## src/rtl/glitc_threshold_servo.sv

```systemverilog
// Closed-loop trigger-threshold servo: counts each channel's triggers per window, then nudges
// that channel's comparator threshold toward a target rate, one channel per cycle.
module glitc_threshold_servo #(
  parameter int NCH        = 4,
  parameter int POWERBITS  = 12,
  parameter int SCALERBITS = 16,
  parameter int PERIOD     = 65536,
  parameter logic [POWERBITS+1:0] INIT_THRESHOLD = 14'h0FFF,
  localparam int THRBITS   = POWERBITS + 2
) (
  input  logic                     clk_i,
  input  logic                     rst_i,
  input  logic                     enable_i,
  input  logic [NCH-1:0]           mask_i,
  input  logic [NCH-1:0]           trig_i,
  input  logic [SCALERBITS-1:0]    goal_i,
  input  logic [SCALERBITS-1:0]    deadband_i,
  input  logic [THRBITS-1:0]       step_i,
  input  logic [THRBITS-1:0]       thr_min_i,
  input  logic [THRBITS-1:0]       thr_max_i,
  input  logic                     load_i,
  input  logic [THRBITS-1:0]       load_value_i,
  output logic [NCH*THRBITS-1:0]   thresholds_o,
  output logic [NCH-1:0]           threshold_update_o,
  output logic                     window_done_o,
  output logic                     busy_o
);
  localparam int CNTW = (PERIOD > 1) ? $clog2(PERIOD) : 1;
  localparam int IDXW = (NCH > 1) ? $clog2(NCH) : 1;

  typedef enum logic [1:0] {IDLE, COUNT, ADJUST} state_t;

  state_t                state;
  logic [CNTW-1:0]       win_cnt;
  logic [IDXW-1:0]       idx;
  logic [SCALERBITS-1:0] scaler [NCH];
  logic [SCALERBITS-1:0] snap [NCH];
  logic [SCALERBITS-1:0] scaler_inc [NCH];
  logic [THRBITS-1:0]    thr [NCH];
  logic [NCH-1:0]        update;
  logic                  window_done;
  logic                  busy;

  logic                  terminal;
  logic [SCALERBITS:0]   band_hi;
  logic [SCALERBITS-1:0] band_lo;
  logic [THRBITS-1:0]    cur_thr;
  logic [SCALERBITS-1:0] cur_snap;
  logic [THRBITS:0]      up_sum;
  logic [THRBITS-1:0]    down_diff;
  logic [THRBITS:0]      cand;
  logic [THRBITS-1:0]    adj_thr;
  logic [THRBITS-1:0]    load_thr;

  // Wide compare so out-of-range values (including an up-step carry) clamp cleanly.
  function automatic logic [THRBITS-1:0] clamp_thr(input logic [THRBITS:0] v);
    if (v > {1'b0, thr_max_i})
      return thr_max_i;
    else if (v < {1'b0, thr_min_i})
      return thr_min_i;
    else
      return v[THRBITS-1:0];
  endfunction

  genvar gi;
  generate
    for (gi = 0; gi < NCH; gi++) begin : g_chan
      assign thresholds_o[gi*THRBITS +: THRBITS] = thr[gi];
      assign scaler_inc[gi] = (trig_i[gi] && !mask_i[gi] && (scaler[gi] != '1))
                              ? scaler[gi] + 1'b1 : scaler[gi];
    end
  endgenerate

  assign terminal  = (win_cnt == CNTW'(PERIOD - 1));
  assign band_hi   = {1'b0, goal_i} + {1'b0, deadband_i};
  assign band_lo   = (goal_i >= deadband_i) ? goal_i - deadband_i : '0;
  assign cur_thr   = thr[idx];
  assign cur_snap  = snap[idx];
  assign up_sum    = {1'b0, cur_thr} + {1'b0, step_i};
  assign down_diff = (cur_thr >= step_i) ? cur_thr - step_i : '0;

  // A zero lower band can never be undershot, so such a channel is never lowered.
  always_comb begin
    cand = {1'b0, cur_thr};
    if ({1'b0, cur_snap} > band_hi)
      cand = up_sum;
    else if (cur_snap < band_lo)
      cand = {1'b0, down_diff};
    adj_thr  = clamp_thr(cand);
    load_thr = clamp_thr({1'b0, load_value_i});
  end

  always_ff @(posedge clk_i) begin
    if (rst_i) begin
      state       <= IDLE;
      win_cnt     <= '0;
      idx         <= '0;
      update      <= '0;
      window_done <= 1'b0;
      busy        <= 1'b0;
      for (int c = 0; c < NCH; c++) begin
        scaler[c] <= '0;
        snap[c]   <= '0;
        thr[c]    <= INIT_THRESHOLD;
      end
    end else begin
      update      <= '0;
      window_done <= 1'b0;
      if (load_i) begin
        for (int c = 0; c < NCH; c++) begin
          thr[c]    <= load_thr;
          scaler[c] <= '0;
        end
        update  <= ~mask_i;
        win_cnt <= '0;
        idx     <= '0;
        busy    <= 1'b0;
        state   <= enable_i ? COUNT : IDLE;
      end else if (!enable_i) begin
        for (int c = 0; c < NCH; c++)
          scaler[c] <= '0;
        win_cnt <= '0;
        idx     <= '0;
        busy    <= 1'b0;
        state   <= IDLE;
      end else begin
        case (state)
          IDLE: state <= COUNT;
          COUNT, ADJUST: begin
            win_cnt <= terminal ? '0 : win_cnt + 1'b1;
            for (int c = 0; c < NCH; c++) begin
              if (terminal) begin
                snap[c]   <= scaler_inc[c];
                scaler[c] <= '0;
              end else begin
                scaler[c] <= scaler_inc[c];
              end
            end
            if (state == ADJUST) begin
              if (!mask_i[idx]) begin
                thr[idx]    <= adj_thr;
                update[idx] <= (adj_thr != cur_thr);
              end
              if (idx == IDXW'(NCH - 1)) begin
                idx   <= '0;
                busy  <= 1'b0;
                state <= COUNT;
              end else begin
                idx <= idx + 1'b1;
              end
            end
            if (terminal) begin
              window_done <= 1'b1;
              idx         <= '0;
              busy        <= 1'b1;
              state       <= ADJUST;
            end
          end
          default: state <= IDLE;
        endcase
      end
    end
  end

  assign threshold_update_o = update;
  assign window_done_o      = window_done;
  assign busy_o             = busy;

endmodule

```

## config.mk

```make
export PLATFORM = sky130hd
export DESIGN_NAME = glitc_threshold_servo
export DESIGN_NICKNAME = d
export VERILOG_FILES = /design/src/rtl/glitc_threshold_servo.sv
export SDC_FILE = /design/constraint.sdc
export NUM_CORES = 1
export LEC_CHECK = 0
export BUFFER_PORTS_ARGS = -buffer_cell sky130_fd_sc_hd__buf_2
export CORE_MARGIN = 1
export CORE_UTILIZATION = 40
export CTS_CLUSTER_DIAMETER = 100
export DETAILED_ROUTE_END_ITERATION = 7
export GPL_ROUTABILITY_DRIVEN = 0
export SYNTH_ARGS = -nofsm -noshare
export SYNTH_HDL_FRONTEND = slang
export SYNTH_SLANG_ARGS = --single-unit
```

## constraint.sdc

```tcl
create_clock -name clk_i -period 8.2 [get_ports clk_i]
set_input_delay 0.41 -clock clk_i [delete_from_list [all_inputs] [get_ports clk_i]]
set_output_delay 0.41 -clock clk_i [all_outputs]
set_load 0.05 [all_outputs]
```

# Word-level counts from Yosys, hierarchy flattened
# Memory sizes are Yosys's and may differ from the RTL's. A register that Yosys moved wholly into a read port is not among the register bits.
# Cells that the tools add are included.
[op_classes] eq_ne=11 muxes=94 bitwise=27 n_reduce_logical=22 add_sub_neg=10 order_cmp=10
[ops] operator="two-way mux 16 bit" n=26
[ops] operator="two-way mux 14 bit" n=11
[ops] operator="adder 16 x 1 -> 16 bit (second input constant)" n=5
[ops] operator="inequality test 16 bit (second input constant)" n=4
[ops] operator="two-way mux 1 bit" n=35
[ops] operator="two-way mux 2 bit" n=13
[ops] operator="OR 1 bit" n=24
[ops] operator="two-way mux 4 bit" n=5
[ops] operator="adder 16 x 16 -> 17 bit" n=1
[ops] operator="> comparator 16 x 17 -> 1 bit" n=1
[ops] operator="== test 16 bit (second input constant)" n=1
[ops] operator=">= comparator 16 bit" n=1
[ops] operator="less-than comparator 16 bit" n=1
[ops] operator="subtractor 16 bit" n=1
[ops] operator="adder 14 x 14 -> 15 bit" n=1
[ops] operator="> comparator 15 x 14 -> 1 bit" n=1
[ops] operator="less-than comparator 15 x 14 -> 1 bit" n=1
[ops] operator="two-way mux 15 bit" n=1
[ops] operator=">= comparator 14 bit" n=1
[ops] operator="> comparator 14 bit" n=1
[ops] operator="less-than comparator 14 bit" n=1
[ops] operator="inequality test 14 bit" n=1
[ops] operator="OR reduction 14 bit" n=1
[ops] operator="subtractor 14 bit" n=1
[ops] operator="20 further kinds" n=35
[totals] memories=3 input_bits=100 reg_bits=26 wordCells=183 ram_bits=184
[mem_list] name="scaler" depth=4 width=16 read_ports=4 rd_ports_with_merged_regs=0 write_ports=4 line="36" text="logic [SCALERBITS-1:0] scaler [NCH];"
[mem_list] name="snap" depth=4 width=16 read_ports=1 rd_ports_with_merged_regs=1 write_ports=4 line="37" text="logic [SCALERBITS-1:0] snap [NCH];"
[mem_list] name="thr" depth=4 width=14 read_ports=5 rd_ports_with_merged_regs=1 write_ports=4 line="39" text="logic [THRBITS-1:0] thr [NCH];"

# Depth between registers and ports, before layout
[depth] word_depth=15 mapped_depth=41 depth_no_buf=38

# Least setup slack after synthesis
# OpenSTA, ideal clock, no wires.
[synth_path] path_type="in2reg" from="input port deadband_i[2]" to="register update[0], in the netlist threshold_update_o[0]" t_required_ps=8063 t_arrival_ps=7676 n_path_buf=5 setup_time_ps=137 stages=37 slack_ps=387 cell_sequence="inv_1 > ha_1 > buf_2 > o21ai_0 > a21boi_0 > o21ai_0 > a21boi_0 > o21ai_0 > a21oi_1 > o21ai_0 > a2111oi_0 > o21a_1 > nor2_1 > a311oi_1 > ha_1 > nand4_1 > nor3_1 > and2_1 > and3_1 > or4b_1 > buf_2 > and2_1 > clkbuf_1 > a211o_1 > ha_1 > a21o_1 > a21o_1 > a21oi_1 > o21ai_0 > a221oi_1 > or4b_1 > buf_2 > buf_6 > a2111oi_1 > nor2_1 > o41ai_4 > a31oi_1"
[synth_between] elab_chain_len=15 elab_cells_between_ends=19
[synth_rtl] element="start, declared" line="17" text="input logic [SCALERBITS-1:0] deadband_i,"
[synth_rtl] element="subtractor 16 bit or >= comparator 16 bit (tied branches)" line="76" text="assign band_lo = (goal_i >= deadband_i) ? goal_i - deadband_i : '0;"
[synth_rtl] element="two-way mux 16 bit" line="76"
[synth_rtl] element="less-than comparator 16 bit" line="87" text="else if (cur_snap < band_lo)"
[synth_rtl] element="two-way mux 14 bit" line="87"
[synth_rtl] element="two-way mux 15 bit *" line="85" text="if ({1'b0, cur_snap} > band_hi)"
[synth_rtl] element="less-than comparator 15 x 14 -> 1 bit" line="59" text="else if (v < {1'b0, thr_min_i})"
[synth_rtl] element="two-way mux 14 bit" line="59"
[synth_rtl] element="two-way mux 14 bit *" line="57" text="if (v > {1'b0, thr_max_i})"
[synth_rtl] element="inequality test 14 bit *" line="142" text="update[idx] <= (adj_thr != cur_thr);"
[synth_rtl] element="bitwise AND 4 bit (no line) *"
[synth_rtl] element="two-way mux 4 bit *" line="140" text="if (!mask_i[idx]) begin"
[synth_rtl] element="two-way mux 4 bit *" line="139" text="if (state == ADJUST) begin"
[synth_rtl] element="two-way mux 4 bit *" line="127" text="case (state)"
[synth_rtl] element="two-way mux 4 bit *" line="119" text="end else if (!enable_i) begin"
[synth_rtl] element="two-way mux 4 bit *" line="109" text="if (load_i) begin"
[synth_rtl] element="end signal, assigned" line="114" text="update <= ~mask_i;"
[synth_rtl] element="end signal, assigned by index" line="142"
[synth_rtl] element="end, declared" line="40" text="logic [NCH-1:0] update;"
# Mark *: on every way between the ends. The rest lies on a longest branch, timed or not.
# A chain may end at the register's enable or synchronous reset.

# Worst setup path in the final report
[layout_path] from="input port goal_i[0]" to="register update[1], in the netlist threshold_update_o[1]"
[layout_between] elab_chain_len=15 elab_cells_between_ends=19
[layout_rtl] element="start, declared" line="16" text="input logic [SCALERBITS-1:0] goal_i,"
[layout_rtl] element="subtractor 16 bit or >= comparator 16 bit (tied branches)" line="76"
[layout_rtl] element="two-way mux 16 bit" line="76"
[layout_rtl] element="less-than comparator 16 bit" line="87"
[layout_rtl] element="two-way mux 14 bit" line="87"
[layout_rtl] element="two-way mux 15 bit *" line="85"
[layout_rtl] element="less-than comparator 15 x 14 -> 1 bit" line="59"
[layout_rtl] element="two-way mux 14 bit" line="59"
[layout_rtl] element="two-way mux 14 bit *" line="57"
[layout_rtl] element="inequality test 14 bit *" line="142"
[layout_rtl] element="bitwise AND 4 bit (no line) *"
[layout_rtl] element="two-way mux 4 bit *" line="140"
[layout_rtl] element="two-way mux 4 bit *" line="139"
[layout_rtl] element="two-way mux 4 bit *" line="127"
[layout_rtl] element="two-way mux 4 bit *" line="119"
[layout_rtl] element="two-way mux 4 bit *" line="109"
# Marks and branches as above.

==> flow_summary.ini <==
[routing]
drcViolationCount = 0
drt-pass1-iter-count = 5
vias_per_cell = 5.718
wl_per_cell_um = 19.80
drtIter0Drc = 1155
drtAntennaViolNets = 0
routed_wl_um = 48320
vias = 13951

[global_routing]
grt_remaining_overflow = 0
grtUsageTotal_pct = 22.70
antenna_found_initial = 3
grt_pass1_vias = 13276
grt_first_pass_wirelength_um = 73930
grt_max_degree = 68

[run_status]
status = finished clean

[setup_path]
worstSetupStartpointType = input pin
crit_type = in2reg
critPathLaunch = goal_i[0]
required_ps = 8550
cp_slowest_cell = or4b_1
end_kind = register
slowest_delay_ps = 450
arrival_ps = 8260
crit_path_max_fanout = 13
cp_common_cell = a21oi_1

[yosys]
ys_seq_area_share_pct = 37.34
synth_edf_count = 184
synthMuxAreaShare_pct = 5.643
synth-seq-cells = 212
synthSimpleGateAreaFrac_pct = 18.53
syn_inst = 1743
syn_nets = 2004
synth_compound_area_share_pct = 14.76
ys.flop_type = edfxtp_1
synthAdderAreaFrac_pct = 12.55
synth_top_family_by_area = simple AND/OR/NAND/NOR gates
yosysWarnings = 0
synthArstFlopShare_pct = 0
synth_cell_types = 77
synth-xor-area-share_pct = 6.933
netlist_area_um2 = 16300
syn_avg_cell_area_um2 = 9.350

[clocking]
cts_tree = done
clkTransAtPathRegs_ps = 70
numClockSinks = 212
htreeDepth = 1
cts-root-buf = clkbuf_16
clkLatencyLatePin_ps = 500
cts_buffers = 21
clk_path_buf_depth = 3
hold_buffers = 0

[placed_design]
pre_cts_ws_ps = -256.6
placed_cell_area_um2 = 17780
dp_cells = 2399
dp_hpwl_um = 37660
io_buffers = 161

[pwr]
switching_share_pct = 36.76
power_frac_comb_pct = 40.1
powerDensity_nw_per_um2 = 205.0
power_frac_clock_pct = 26.5
finalPower_mw = 3.810
power.internal_mw = 2.409
peakVddDrop_mv = 0.1270
p_sw_mw = 1.400
seqPwrFrac_pct = 33.5
p_leak_nw = 7.353

[run]
maxCapViolCount = 0

[sta]
skew_ps = 15.46
worst_pin_slew_ps = 1110
clock.fmax_mhz = 126.4
min_period_over_period_pct = 96.45
finalHoldViolCount = 0
drv_slew = 0
setup_viol = 0
relSlewSlack_pct = 24.05
period_minus_slack_ps = 7909
whs_ps = 157.9
fin_ws_ps = 290.8

[layout]
fill_cells = 3856
area_growth_pct = 14.03
stdcell_count = 2440
stdcell_area_um2 = 18580
drive_gt1_share_pct = 15.85
multiInputGateArea_um2 = 9593
ff_latch_area_um2 = 6087
final_nets = 2159

[die]
rows = 73
coreArea_um2 = 39910
initial_core_util_pct = 40.83
dieHeight_um = 203.8
io_pins = 162
die_x_um = 203.8
die-area_um2 = 41550

[worst_hold_path]
hold_class = in2reg
hold_start = rst_i
## cell type report
class | count | share of cell area [%]
Clock inverter | 14 | 0.9763
Tap cell | 525 | 3.535
Sequential cell | 212 | 32.76
Clock buffer | 23 | 2.868
Inverter | 105 | 2.121
Antenna cell | 3 | 0.04040
Multi-Input combinational cell | 1356 | 51.62
Timing Repair Buffer | 202 | 6.080
## per-stage QoR
stage	TNS, ps	util (%)
global placement	-254.7	44.54
finish	0	46.56
global route	-23.10	46.56
CTS	0	46.33
floorplan	0	-
detailed placement	-2349	44.54
## kinds of logic after synthesis
family	after synthesis
simple gates	648
buf+inv	175
mux	53
flops	212
xor+xnor	129
compound gates	365
fa+ha+maj	161
## timing repair
item	CTS	global route
resized for setup	0	22
endpoints found under the hold margin	0	0
setup buffers	0	1
endpoints found under the setup margin	0	56
## synthesized netlist by cell type, drive strengths merged, types with 19 or more instances
cell type | instances | share of area [%]
nor2 | 267 | 6.1
edfxtp | 184 | 34
ha | 157 | 12
nand2 | 140 | 3.2
a21oi | 131 | 4.0
inv | 105 | 2.4
xnor2 | 73 | 3.9
o21ai | 57 | 1.8
xor2 | 56 | 3.0
clkbuf | 48 | 1.1
nand3 | 40 | 1.2
nand4 | 38 | 1.5
nor3 | 35 | 1.1
mux4 | 31 | 4.3
dfxtp | 28 | 3.4
a21o | 23 | 1.1
buf | 22 | 0.72
and3 | 21 | 0.81
mux2i | 21 | 1.3
o21a | 20 | 0.92
nor2b | 19 | 0.73
## power by group through the flow
stage | Sequential, mW | Combinational [mW] | Clock (mW)
2_1_floorplan | 1.39 | 0.883 | 0
3_3_place_gp | 1.30 | 1.44 | 0
3_5_place_dp | 1.30 | 1.46 | 0
4_1_cts | 1.27 | 1.47 | 1.03
5_1_grt | 1.28 | 1.64 | 1.06
6_report | 1.27 | 1.53 | 1.01
## layout by cell type, fill, tap and decap left out, types with 12 or more instances in the layout
cell type,count
nor2_1,265
edfxtp_1,184
buf_2,161
ha_1,157
nand2_1,140
a21oi_1,131
inv_1,105
xnor2_1,73
xor2_1,56
o21ai_0,53
nand3_1,40
buf_4,39
nand4_1,38
nor3_1,32
mux4_2,31
dfxtp_1,27
a21o_1,23
and3_1,21
clkbuf_16,21
o21a_1,20
mux2i_1,20
nor2b_1,19
or3_1,14
o31ai_1,13
a2111oi_0,13
and2_1,13
nand2b_1,12
## sequential cells by signal, summed over array words and instances, names as in the netlist, named ones only
| register | cells |
|---|---|
| busy_o | 1 |
| thr | 56 |
| win_cnt | 16 |
| state | 2 |
| threshold_update_o | 4 |
| idx | 2 |
| scaler | 64 |
| window_done_o | 1 |
| snap | 64 |
## worst max-delay path: cells and delay by family
kind                     cells  cell delay [ps]
AO/OA/AOI/OAI               17             3210
AND/OR/NAND/NOR             10             2420
adder cells (fa/ha/maj)      4             1260
buffers and inverters        2              310
XOR/XNOR                     2              300
multiplexers                 1              290
## layer usage
metal	vias to the layer above	part of all wire [%]	GRT usage [%]
li1	6655	-	-
met1	6777	44	30.96
met2	425	47	37.34
met3	94	6.0	2.758
met4	0	2.9	7.331
met5	-	0	0
## final timing paths
check                                              to  slack [ps]  depth (start not counted)
worst max-delay path            threshold_update_o[1]         290                         36
worst max register to register  threshold_update_o[1]        1020                         24
worst min register to register               state[1]         510                          2
worst min-delay path                         state[0]         160                          2
Note: power is estimated with default switching activity, not from simulation.
